## config.mk

```make
export PLATFORM = sky130hd
export DESIGN_NAME = mem_access_unit
export DESIGN_NICKNAME = d
export VERILOG_FILES = /design/src/rtl/mem_access_unit.sv
export SDC_FILE = /design/constraint.sdc
export NUM_CORES = 1
export LEC_CHECK = 0
export CAP_MARGIN = 40
export CORE_ASPECT_RATIO = 2
export CORE_MARGIN = 5
export CORE_UTILIZATION = 44
export CTS_BUF_LIST = sky130_fd_sc_hd__clkbuf_8
export CTS_CLUSTER_SIZE = 12
export DETAILED_ROUTE_END_ITERATION = 12
export PLACE_DENSITY = 0.89
export REMOVE_ABC_BUFFERS = 1
export SETUP_SLACK_MARGIN = 0.3
export SLEW_MARGIN = 20
export SYNTH_ARGS = -nofsm -noshare
export SYNTH_HDL_FRONTEND = slang
export SYNTH_SLANG_ARGS = --single-unit
```

## constraint.sdc

```tcl
create_clock -name clk -period 3.5 [get_ports clk]
set_input_delay 0.35 -clock clk [delete_from_list [all_inputs] [get_ports clk]]
set_output_delay 0.35 -clock clk [all_outputs]
set_load 0.05 [all_outputs]
```

## src/rtl/mem_access_unit.sv

```systemverilog
// Memory-stage responder: issues one req/ack data-bus transaction per aligned load/store,
// stalls the pipeline while it is outstanding, and registers the MEM/WB result.
module mem_access_unit #(
    parameter int TIMEOUT = 16
) (
    input  logic        clk,
    input  logic        rst_n,
    input  logic        mem_valid,
    input  logic [31:0] mem_pc,
    input  logic        mem_moe,
    input  logic        mem_mwr,
    input  logic [31:0] mem_y,
    input  logic [31:0] mem_d,
    output logic        mem_stall,
    output logic        bus_req,
    output logic        bus_we,
    output logic [31:0] bus_addr,
    output logic [31:0] bus_wdata,
    input  logic [31:0] bus_rdata,
    input  logic        bus_ack,
    output logic        wb_valid,
    output logic [31:0] wb_pc,
    output logic [31:0] wb_data,
    output logic        wb_err,
    output logic        dbg_state
);

    localparam logic [0:0] ST_IDLE  = 1'b0;
    localparam logic [0:0] ST_BUSY  = 1'b1;
    localparam logic [7:0] CNT_LAST = 8'(TIMEOUT - 1);

    // Handshake: bus_req rises the cycle after an access is sampled and stays high
    // with stable addr/we/wdata until the cycle bus_ack=1 or the timeout cycle;
    // bus_rdata is taken only in the ack cycle, and acks outside BUSY are dropped.

    logic [0:0]  state_q, state_d;
    logic [7:0]  cnt_q, cnt_d;
    logic        bus_req_q, bus_req_d;
    logic        bus_we_q, bus_we_d;
    logic [31:0] bus_addr_q, bus_addr_d;
    logic [31:0] bus_wdata_q, bus_wdata_d;
    logic        wb_valid_q, wb_valid_d;
    logic [31:0] wb_pc_q, wb_pc_d;
    logic [31:0] wb_data_q, wb_data_d;
    logic        wb_err_q, wb_err_d;

    logic access;
    logic misaligned;
    logic timed_out;
    logic stall;

    assign access     = mem_valid & (mem_moe | mem_mwr);
    assign misaligned = (mem_y[1:0] != 2'b00);

    always_comb begin
        state_d     = state_q;
        cnt_d       = cnt_q;
        bus_req_d   = bus_req_q;
        bus_we_d    = bus_we_q;
        bus_addr_d  = bus_addr_q;
        bus_wdata_d = bus_wdata_q;
        timed_out   = 1'b0;
        stall       = 1'b0;

        case (state_q)
            ST_IDLE: begin
                if (access && !misaligned) begin
                    stall       = 1'b1;
                    state_d     = ST_BUSY;
                    cnt_d       = 8'd0;
                    bus_req_d   = 1'b1;
                    bus_we_d    = mem_mwr;
                    bus_addr_d  = {mem_y[31:2], 2'b00};
                    bus_wdata_d = mem_d;
                end
            end
            ST_BUSY: begin
                if (bus_ack) begin
                    state_d   = ST_IDLE;
                    bus_req_d = 1'b0;
                end else if (cnt_q == CNT_LAST) begin
                    state_d   = ST_IDLE;
                    bus_req_d = 1'b0;
                    timed_out = 1'b1;
                end else begin
                    cnt_d = cnt_q + 8'd1;
                    stall = 1'b1;
                end
            end
            default: begin
                state_d   = ST_IDLE;
                bus_req_d = 1'b0;
            end
        endcase
    end

    // Retire whenever the pipeline advances; a stalled edge inserts a bubble.
    always_comb begin
        wb_valid_d = 1'b0;
        wb_pc_d    = wb_pc_q;
        wb_data_d  = wb_data_q;
        wb_err_d   = wb_err_q;
        if (!stall) begin
            wb_valid_d = mem_valid;
            wb_pc_d    = mem_pc;
            if ((state_q == ST_IDLE && access && misaligned) || timed_out) begin
                wb_err_d  = 1'b1;
                wb_data_d = 32'd0;
            end else if (state_q == ST_BUSY && !bus_we_q) begin
                wb_err_d  = 1'b0;
                wb_data_d = bus_rdata;
            end else begin
                wb_err_d  = 1'b0;
                wb_data_d = mem_y;
            end
        end
    end

    always_ff @(posedge clk) begin
        if (!rst_n) begin
            state_q     <= ST_IDLE;
            cnt_q       <= 8'd0;
            bus_req_q   <= 1'b0;
            bus_we_q    <= 1'b0;
            bus_addr_q  <= 32'd0;
            bus_wdata_q <= 32'd0;
            wb_valid_q  <= 1'b0;
            wb_pc_q     <= 32'd0;
            wb_data_q   <= 32'd0;
            wb_err_q    <= 1'b0;
        end else begin
            state_q     <= state_d;
            cnt_q       <= cnt_d;
            bus_req_q   <= bus_req_d;
            bus_we_q    <= bus_we_d;
            bus_addr_q  <= bus_addr_d;
            bus_wdata_q <= bus_wdata_d;
            wb_valid_q  <= wb_valid_d;
            wb_pc_q     <= wb_pc_d;
            wb_data_q   <= wb_data_d;
            wb_err_q    <= wb_err_d;
        end
    end

    assign mem_stall = stall;
    assign bus_req   = bus_req_q;
    assign bus_we    = bus_we_q;
    assign bus_addr  = bus_addr_q;
    assign bus_wdata = bus_wdata_q;
    assign wb_valid  = wb_valid_q;
    assign wb_pc     = wb_pc_q;
    assign wb_data   = wb_data_q;
    assign wb_err    = wb_err_q;
    assign dbg_state = state_q[0];

endmodule
```

==> impl_metrics.py, run 1 <==
metrics = {
    "route": {
        "final_antenna_net_count": 0,
        "wl_per_cell_um": 19.41,
        "drt_pass1_iterations": 4,
        "route.detailed.drc": 0,
        "viasPerCell": 5.396,
        "drtIter0Drc": 228,
        "routed_wl_um": 18070,
        "vias": 5024,
    },
    "global_route": {
        "grt_pass1_wl_um": 27880,
        "grt_antenna_before_repair": 0,
        "grt_overflow_total": 0,
        "grt_max_degree": 64,
        "gr-usage-all-layers": 0.2570,
        "grt_pass1_vias": 5361,
    },
    "clock_network": {
        "clock_latency_ps": 430,
        "clk_pin_slew_ps": 80,
        "cts_max_level": 4,
        "ctsHoldBuffers": 0,
        "cts_max_path_buffers": 2,
        "post_cts_resized": 0,
        "cts_root_buffer": "clkbuf_8",
        "cts_num_sinks": 139,
        "cts_buffers": 17,
        "cts_setup_buffers": 0,
        "cts_tree": "built",
    },
    "sta": {
        "maxSlewHeadroom": 0.5214,
        "drv_slew": 0,
        "hold_violations": 0,
        "setup_viol": 0,
        "worst_slew_pin_slew_ps": 718.0,
        "finClkSkew_ps": 13.20,
        "max_freq_ghz": 0.3597,
        "rsz0062_at_grt": "false",
        "fin_crit_sh": 0.7943,
        "finalCriticalPeriod_ps": 2780,
    },
    "floorplan": {
        "pin_count": 268,
        "core_um2": 11290,
        "initial_utilization": 0.4469,
        "die_area_um2": 13830,
        "fp.dieW_um": 85.71,
        "die_y_um": 161.4,
        "row_count": 55,
    },
    "synth": {
        "synth-simple-area-share": 0.1364,
        "synth-xor-area-share": 0,
        "ys.flop_type": "dfxtp_1",
        "seq_area_frac_synth": 0.5517,
        "synth-async-reset-ratio": 0,
        "synth-compound-area-share": 0.2037,
        "synthTopCellsByArea": "dfxtp_1, nand2_1, a21oi_1, mux2i_1, a22o_1",
        "yosys-top-cells-count": "dfxtp_1, nand2_1, a21oi_1",
        "postSynthAreaPerCell_um2": 9.625,
        "synthMuxAreaShare": 0.06351,
        "synth.most_common_cell": "dfxtp_1",
        "ys_ff_latch": 139,
        "synthAdderAreaFrac": 0.002481,
        "synth_top_family_by_area": "compound AO/OA/AOI/OAI gates",
        "synth_cells": 524,
        "synth_top_cell_area_share": 0.5517,
        "synth_cell_types": 35,
        "syn_area_um2": 5044,
        "yosysTopAreaCell": "dfxtp_1",
        "synth_edf_count": 0,
        "yosys_warnings": 0,
    },
    "placement": {
        "portBuffers": 265,
        "globalplace.congestion": 0.8717,
        "placedCellCount": 900,
        "hpwl_um": 13200,
    },
    "finish": {
        "final_nets": 912,
        "final_cells": 931,
        "n_fill_cell": 791,
        "multi_input_area_um2": 2071,
        "antenna_cells": 0,
        "final_layout_size_suffix_gt1_frac": 0.05577,
        "layout.area.seq_um2": 2783,
        "area_delta_synth_final_pct": 62.27,
    },
    "critical_path": {
        "crit_fanout": 8,
        "critical_path_arrival_ps": 2430,
        "cp-end-kind": "output pin",
        "r2r-start": "cnt_q[0]$_SDFFE_PN0P_",
        "r2r_slack_ps": 1320,
        "ff2ff_path_depth": 6,
        "crit_family": "buffers and inverters",
        "worst-setup-path-type": "reg -> out",
        "cp_cell_sequence": "ha_1 > and4b_1 > a21o_2 > nand2_1 > clkdlybuf4s50_1",
        "startpoint_type": "flip-flop",
        "crit_buf_inv": 1,
        "critPathSlowestCell": "clkdlybuf4s50_1",
        "cp_slowest_stage_delay_ps": 800,
        "worstPathRequired_ps": 3150,
        "r2r-end": "wb_data[4]$_SDFFE_PN0N_",
    },
    "hold_path": {
        "holdPathStages": 2,
        "hold_class": "reg -> reg",
        "min_to": "bus_addr[21]$_SDFFE_PN0P_",
        "holdCritStartpoint": "bus_addr[21]$_SDFFE_PN0P_",
    },
    "power": {
        "finalPower_mw": 3.854,
        "p_leak_nw": 2.929,
        "p_per_area_nw_per_um2": 470.9,
        "peakVddDrop_mv": 0.3433,
    },
    "run": {
        "cap_violations": 0,
    },
    "run_status": {
        "status": "finished, final reports clean",
    },
}
==> how the worst max path moves through the flow <==
| stage | cells after the start | endpoint | start | slack, ps |
|---|---|---|---|---|
| final | 5 | mem_stall | cnt_q[0]$_SDFFE_PN0P_ | 720 |
| after CTS | 5 | mem_stall | cnt_q[0]$_SDFFE_PN0P_ | 690 |
| after floorplan | 4 | wb_err$_SDFFE_PN0N_ | dbg_state$_SDFF_PN0_ | -600 |
| after global routing | 5 | mem_stall | cnt_q[0]$_SDFFE_PN0P_ | 620 |
| after detailed placement | 5 | mem_stall | mem_valid | 970 |
| after global placement | 5 | mem_stall | mem_valid | 1000 |
==> placed cells by master (no fill, tap or decap), types with 2 or more instances in the layout <==
cell type	instances
conb_1	2
or3_1	3
nor2_1	3
nand2b_1	3
inv_1	2
mux2i_1	32
and3_1	3
nand3b_1	2
bufinv_16	4
buf_4	6
clkinv_2	2
a22o_1	34
clkinv_4	2
a21o_1	4
inv_6	4
nor3_1	2
nand3_1	7
dfxtp_1	139
clkdlybuf4s50_1	265
clkbuf_8	17
o21ai_0	6
a21oi_1	69
nand2_1	130
o2bb2ai_1	32
==> layout make-up <==
class,count,share of cell area
multi-input cells,345,0.2530
well taps,142,0.02171
clock buffers,17,0.02859
flip-flops and latches,139,0.3400
repair buffers,272,0.3321
clock inverters,14,0.02370
inverters,2,0.0009173
==> worst min-delay path: stages (launching register included) <==
cell and delay (ps):
dfxtp_1 310, nand2_1 50, a21oi_1 50
==> cells by family (layout without fill, tap and decap cells) <==
| logic type | after synthesis | in the layout |
|---|---|---|
| compound gates | 150 | 150 |
| fa+ha+maj | 1 | 1 |
| buf+inv | 41 | 305 |
| flops | 139 | 139 |
| mux | 32 | 32 |
| other cells | 1 | 2 |
| simple gates | 160 | 160 |
==> where the power goes <==
part           switching [mW]  internal, mW  total (mW)  leakage, nW
registers              0.0428          1.65        1.70         1.14
clock network           0.631         0.779        1.41        0.218
logic                   0.435         0.312       0.747         1.57
==> routing by layer <==
metal	up-vias	share of wire	global-route usage
met2	248	0.53	0.4518
met3	77	0.072	0.08321
li1	2331	-	-
met5	-	0	0
met1	2368	0.34	0.2472
met4	0	0.067	0.1765
==> per-stage QoR <==
step                instance area [um^2]  TNS [ps]  setup slack (ps)    util  hold WS, ps
detailed placement                  7756         0             973.2  0.6873        445.5
global route                        8184         0             623.3  0.7252        460.8
finish                              8184         0             719.8  0.7252        454.4
CTS                                 8184         0             690.4  0.7252        451.7
floorplan                           4846    -35290            -604.5       -        459.3
global placement                    7756         0              1004  0.6873        441.4
==> sequential cells by signal, indices dropped and copies added, names as in the netlist <==
register,flops
bus_wdata,32
wb_data,32
wb_pc,32
bus_addr,30
cnt_q,8
bus_req,1
bus_we,1
dbg_state,1
wb_err,1
wb_valid,1
(Power assumes the default switching activity.)
==> inputs of run 2 (changes only) <==
--- a/config.mk
+++ b/config.mk
@@ -8,11 +8,11 @@
 export CAP_MARGIN = 40
 export CORE_ASPECT_RATIO = 2
 export CORE_MARGIN = 5
-export CORE_UTILIZATION = 44
+export CORE_UTILIZATION = 40
 export CTS_BUF_LIST = sky130_fd_sc_hd__clkbuf_8
 export CTS_CLUSTER_SIZE = 12
 export DETAILED_ROUTE_END_ITERATION = 12
-export PLACE_DENSITY = 0.89
+export PLACE_DENSITY = 0.82
 export REMOVE_ABC_BUFFERS = 1
 export SETUP_SLACK_MARGIN = 0.3
 export SLEW_MARGIN = 20
==> constraint.sdc (replaced) <==
create_clock -name clk -period 2.7 [get_ports clk]
set_input_delay 0.27 -clock clk [delete_from_list [all_inputs] [get_ports clk]]
set_output_delay 0.27 -clock clk [all_outputs]
set_load 0.05 [all_outputs]
==> run 2 against run 1 <==
  * Wire length fell by 4.6%
  * Design area up 0.15%
  * Via count fell by 2.9%
  * Sequential power is 29% higher
  * Non-clock buffer count rose by 4
  * Hold slack worse by 80 ps
  * Critical path depth unchanged
  * Clock-buffer cell count is the same
  * Clock skew is 4.0 ps higher
  * Core utilization down 6.8 points
  * Highest routed layer unchanged
==> impl_metrics.py, run 2 (synthesis gave the netlist of run 1 again) <==
metrics = {
    "run_status": {
        "status": "finished, final reports clean",
    },
    "clock_network": {
        "cts_setup_buffers": 0,
        "cts_max_path_buffers": 2,
        "cts_buffers": 17,
        "cts_root_buffer": "clkbuf_8",
        "clock_latency_ps": 440,
        "cts_tree": "built",
        "cts_max_level": 4,
        "post_cts_resized": 0,
        "cts_num_sinks": 139,
        "ctsHoldBuffers": 0,
        "clk_pin_slew_ps": 90,
    },
    "route": {
        "vias": 4880,
        "drtIter0Drc": 207,
        "wl_per_cell_um": 18.29,
        "viasPerCell": 5.180,
        "routed_wl_um": 17230,
        "route.detailed.drc": 0,
        "final_antenna_net_count": 0,
        "drt_pass1_iterations": 4,
    },
    "critical_path": {
        "critical_path_arrival_ps": 1900,
        "cp-end-kind": "output pin",
        "cp_cell_sequence": "ha_1 > and4b_1 > a21o_2 > nand2_1 > buf_12",
        "worstPathRequired_ps": 2430,
        "worst-setup-path-type": "reg -> out",
        "crit_fanout": 8,
        "r2r-end": "wb_pc[25]$_SDFFE_PN0N_",
        "r2r_slack_ps": 660,
        "critPathLaunch": "cnt_q[0]$_SDFFE_PN0P_",
        "path_depth": 5,
        "ff2ff_path_depth": 6,
        "crit_buf_inv": 1,
        "crit_family": "simple AND/OR/NAND/NOR gates",
        "cp_slowest_stage_delay_ps": 380,
        "critPathSlowestCell": "dfxtp_1",
        "startpoint_type": "flip-flop",
        "cp-endpoint": "mem_stall",
        "r2r-start": "cnt_q[0]$_SDFFE_PN0P_",
    },
    "global_route": {
        "grt_antenna_before_repair": 0,
        "grt_pass1_wl_um": 25500,
        "grt_pass1_vias": 5111,
        "gr-usage-all-layers": 0.2218,
        "grt_max_degree": 64,
        "grt_overflow_total": 0,
    },
    "sta": {
        "finalCriticalPeriod_ps": 2172,
        "finClkSkew_ps": 17.22,
        "rsz0062_at_grt": "false",
        "drv_slew": 0,
        "setup_tns_ps": 0,
        "hold_violations": 0,
        "whs_ps": 374.0,
        "fin_crit_sh": 0.8044,
        "worst_slew_pin_slew_ps": 691.9,
        "setup_viol": 0,
        "fin_ws_ps": 528.0,
        "maxSlewHeadroom": 0.5387,
        "max_freq_ghz": 0.4604,
    },
    "finish": {
        "final_layout_size_suffix_gt1_frac": 0.06187,
        "finish.instance_area_um2": 8197,
        "final_cell_mix": "clkdlybuf4s50_1, dfxtp_1, nand2_1, a21oi_1, a22o_1",
        "n_fill_cell": 1005,
        "area_delta_synth_final_pct": 62.52,
        "antenna_cells": 0,
        "final_common_cell": "clkdlybuf4s50_1",
        "final_nets": 916,
    },
    "placement": {
        "place_ws_ps": 533.7,
        "portBuffers": 265,
        "hpwl_um": 13080,
        "globalplace.congestion": 0.8261,
        "postPlaceCellArea_um2": 7794,
    },
    "floorplan": {
        "die_y_um": 168.8,
        "initial_utilization": 0.4041,
        "die_area_um2": 15090,
        "core_um2": 12480,
        "pin_count": 268,
        "fp.dieW_um": 89.40,
        "row_count": 58,
    },
    "hold_path": {
        "hold_class": "in -> reg",
    },
    "power": {
        "finalPower_mw": 4.906,
        "p_leak_nw": 2.923,
        "p_per_area_nw_per_um2": 598.6,
        "peakVddDrop_mv": 0.5036,
    },
    "run": {
        "cap_violations": 0,
    },
}
-- run 2: final cells by class --
type,count,area (um^2),area share
Timing Repair Buffer,276,2745,0.3349
Inverter,2,7.507,0.0009159
Multi-Input combinational cell,345,2071,0.2526
Clock inverter,13,168.9,0.02061
Clock buffer,17,234.0,0.02855
Tap cell,150,187.7,0.02290
Sequential cell,139,2783,0.3395
-- run 2: stage by stage --
stage	utilization	instances
final	0.6567	942
after CTS	0.6567	942
after global placement	0.6244	912
after global routing	0.6567	942
after floorplan	-	486
after detailed placement	0.6244	912
-- run 2: power breakdown --
group | switching, mW | total (mW) | internal [mW]
Clock | 0.825 | 1.74 | 0.913
Sequential | 0.0532 | 2.20 | 2.14
Combinational | 0.563 | 0.970 | 0.408
-- run 2: layer usage --
metal / up-vias / global-route usage / share of wire
li1: 2342 / - / -
met4: 0 / 0.1251 / 0.038
met1: 2272 / 0.2149 / 0.33
met5: - / 0 / 0
met2: 217 / 0.4118 / 0.56
met3: 49 / 0.04676 / 0.074
-- run 2: worst register-to-register path, delay by kind of cell (launching register included) --
family | cells | cell delay, ps
AOI/OAI and AO/OA | 3 | 700
buffers and inverters | 1 | 450
and+or+nand+nor | 1 | 250
DFF | 1 | 350
adders and majority gates | 1 | 240
-- run 2: how the worst min path moves through the flow --
stage,from,end,slack (ps),cells past startpoint
2_1_floorplan,mem_pc[0],wb_pc[0]$_SDFFE_PN0N_,400,1
6_report,mem_d[1],bus_wdata[1]$_SDFFE_PN0P_,370,3
3_3_place_gp,bus_addr[31]$_SDFFE_PN0P_,bus_addr[31]$_SDFFE_PN0P_,440,2
3_5_place_dp,wb_data[13]$_SDFFE_PN0N_,wb_data[13]$_SDFFE_PN0N_,450,1
5_1_grt,mem_d[21],bus_wdata[21]$_SDFFE_PN0P_,370,3
4_1_cts,mem_d[1],bus_wdata[1]$_SDFFE_PN0P_,360,3
==> inputs of run 3 (changes only) <==
==> constraint.sdc (replaced) <==
create_clock -name clk -period 2 [get_ports clk]
set_input_delay 0.2 -clock clk [delete_from_list [all_inputs] [get_ports clk]]
set_output_delay 0.2 -clock clk [all_outputs]
set_load 0.05 [all_outputs]
==> run 3 against run 2 <==
  * Via count grew 6.1%
  * Clock power grew 19%
  * Combinational power grew 38%
  * Flip-flop and latch count is the same
  * Register-to-register slack lost 540 ps
  * Critical endpoint is now wb_pc[18]$_SDFFE_PN0N_
  * Hold slack lost 57 ps
==> impl_metrics.py, run 3 (synthesis gave the netlist of run 1 again) <==
metrics = {
    "run_status": {
        "status": "finished, final reports clean",
    },
    "critical_path": {
        "critPathSlowestCell": "dfxtp_2",
        "r2r_slack_ps": 120,
        "crit_fanout": 7,
        "worstPathRequired_ps": 2370,
        "critical_path_arrival_ps": 2250,
        "cp_slowest_stage_delay_ps": 340,
        "startpoint_type": "flip-flop",
        "r2r-end": "wb_pc[18]$_SDFFE_PN0N_",
        "r2r-start": "cnt_q[0]$_SDFFE_PN0P_",
        "cp_cell_sequence": "ha_4 > and4b_2 > a21o_4 > buf_6 > a21oi_4 > buf_6 > buf_6 > buf_12 > a22o_1",
        "timing.critical_path.mode_cell": "buf_6",
        "ff2ff_path_depth": 9,
        "cp-end-kind": "flip-flop",
        "worst-setup-path-type": "reg -> reg",
    },
    "sta": {
        "hold_violations": 0,
        "setup_tns_ps": 0,
        "fin_crit_sh": 0.9417,
        "rsz0062_at_grt": "true",
        "finalCriticalPeriod_ps": 1883,
        "drv_slew": 0,
        "max_freq_ghz": 0.5309,
        "finClkSkew_ps": 14.36,
        "setup_viol": 0,
        "maxSlewHeadroom": 0.6225,
        "worst_slew_pin_slew_ps": 568.5,
    },
    "finish": {
        "n_fill_cell": 976,
        "final_cell_mix": "dfxtp_1, clkdlybuf4s50_1, dlygate4sd2_1, nand2_1, a21oi_1",
        "final_cells": 979,
        "final_nets": 951,
        "antenna_cells": 0,
        "fin_util": 0.6937,
        "area_delta_synth_final_pct": 71.67,
        "final_common_cell": "dfxtp_1",
        "final_layout_size_suffix_gt1_frac": 0.1303,
    },
    "route": {
        "drtIter0Drc": 159,
        "routed_wl_um": 19390,
        "route.detailed.drc": 0,
        "drt_pass1_iterations": 4,
        "final_antenna_net_count": 0,
        "viasPerCell": 5.288,
        "wl_per_cell_um": 19.80,
        "vias": 5177,
    },
    "clock_network": {
        "cts_tree": "built",
        "cts_max_path_buffers": 2,
        "clk_pin_slew_ps": 80,
        "cts_buffers": 17,
        "cts_max_level": 4,
        "cts_root_buffer": "clkbuf_8",
        "cts_num_sinks": 139,
        "clock_latency_ps": 430,
    },
    "global_route": {
        "grt_pass1_wl_um": 28120,
        "gr-usage-all-layers": 0.2466,
        "grt_pass1_vias": 5458,
        "grt_antenna_before_repair": 0,
        "grt_overflow_total": 0,
        "grt_max_degree": 58,
    },
    "floorplan": {
        "fp.dieW_um": 89.40,
        "row_count": 58,
        "pin_count": 268,
        "die_y_um": 168.8,
        "initial_utilization": 0.4041,
        "core_um2": 12480,
        "die_area_um2": 15090,
    },
    "power": {
        "p_leak_nw": 3.735,
        "peakVddDrop_mv": 0.5307,
        "p_per_area_nw_per_um2": 736.7,
    },
    "hold_path": {
        "holdPathStages": 3,
        "holdCritStartpoint": "mem_d[29]",
        "hold_class": "in -> reg",
        "min_to": "bus_wdata[29]$_SDFFE_PN0P_",
    },
    "placement": {
        "placedCellCount": 916,
        "hpwl_um": 13160,
        "globalplace.congestion": 0.8373,
        "portBuffers": 265,
    },
    "run": {
        "cap_violations": 0,
    },
}
## run 3: timing repair
action | 4_1_cts | 5_1_grt
pin swaps | 8 | 7
endpoints found under the setup margin | 202 | 70
hold buffers | 0 | 0
resized for setup | 163 | 13
setup buffers | 13 | 8
cloned | 9 | 1
## run 3: area by class of cell
| type | count | area, um^2 | area share |
|---|---|---|---|
| timing repair buffer | 308 | 3083 | 0.3561 |
| tap | 150 | 187.7 | 0.02168 |
| sequential | 139 | 2786 | 0.3218 |
| clock inverter | 15 | 128.9 | 0.01488 |
| inverter | 2 | 7.507 | 0.0008671 |
| clock buffer | 17 | 234.0 | 0.02702 |
| multi-input combinational | 348 | 2231 | 0.2577 |
## run 3: worst max path at each step
stage	startpoint	to	slack (ps)	depth (start not counted)
2_1_floorplan	dbg_state$_SDFF_PN0_	wb_err$_SDFFE_PN0N_	-2100	4
3_3_place_gp	mem_valid	wb_err$_SDFFE_PN0N_	70	6
3_5_place_dp	mem_valid	wb_pc[17]$_SDFFE_PN0N_	-10	6
4_1_cts	dbg_state$_SDFF_PN0_	mem_stall	130	4
5_1_grt	cnt_q[0]$_SDFFE_PN0P_	wb_pc[18]$_SDFFE_PN0N_	60	9
6_report	cnt_q[0]$_SDFFE_PN0P_	wb_pc[18]$_SDFFE_PN0N_	120	9
## run 3: worst max-delay path, delay by kind of cell, from the launching register on
| kind | cells | cell delay, ps |
|---|---|---|
| compound gates | 3 | 570 |
| fa+ha+maj | 1 | 160 |
| buf+inv | 4 | 510 |
| flops | 1 | 340 |
| simple gates | 1 | 240 |
## run 3: power breakdown
group	internal (mW)	switching (mW)	total [mW]	leakage [nW]
logic	0.530	0.805	1.34	2.41
clock network	0.982	1.09	2.07	0.183
registers	2.90	0.0737	2.97	1.14
## run 3: stage by stage
stage	worst slack, ps	hold WS (ps)	instance area, um^2	power [mW]
2_1_floorplan	-2105	333.0	4846	3.700
3_3_place_gp	72.00	442.4	7861	4.327
5_1_grt	64.44	287.6	8658	6.611
3_5_place_dp	-12.01	445.4	7861	4.353
6_report	116.5	316.7	8658	6.378
4_1_cts	126.5	294.6	8499	6.402
## run 3: per-layer routing
layer	track usage	wire, um	vias to the layer above
met5	0	0	-
met4	0.1510	1089	0
met3	0.05894	1440	68
met2	0.4664	10890	257
met1	0.2208	5965	2426
li1	-	-	2426
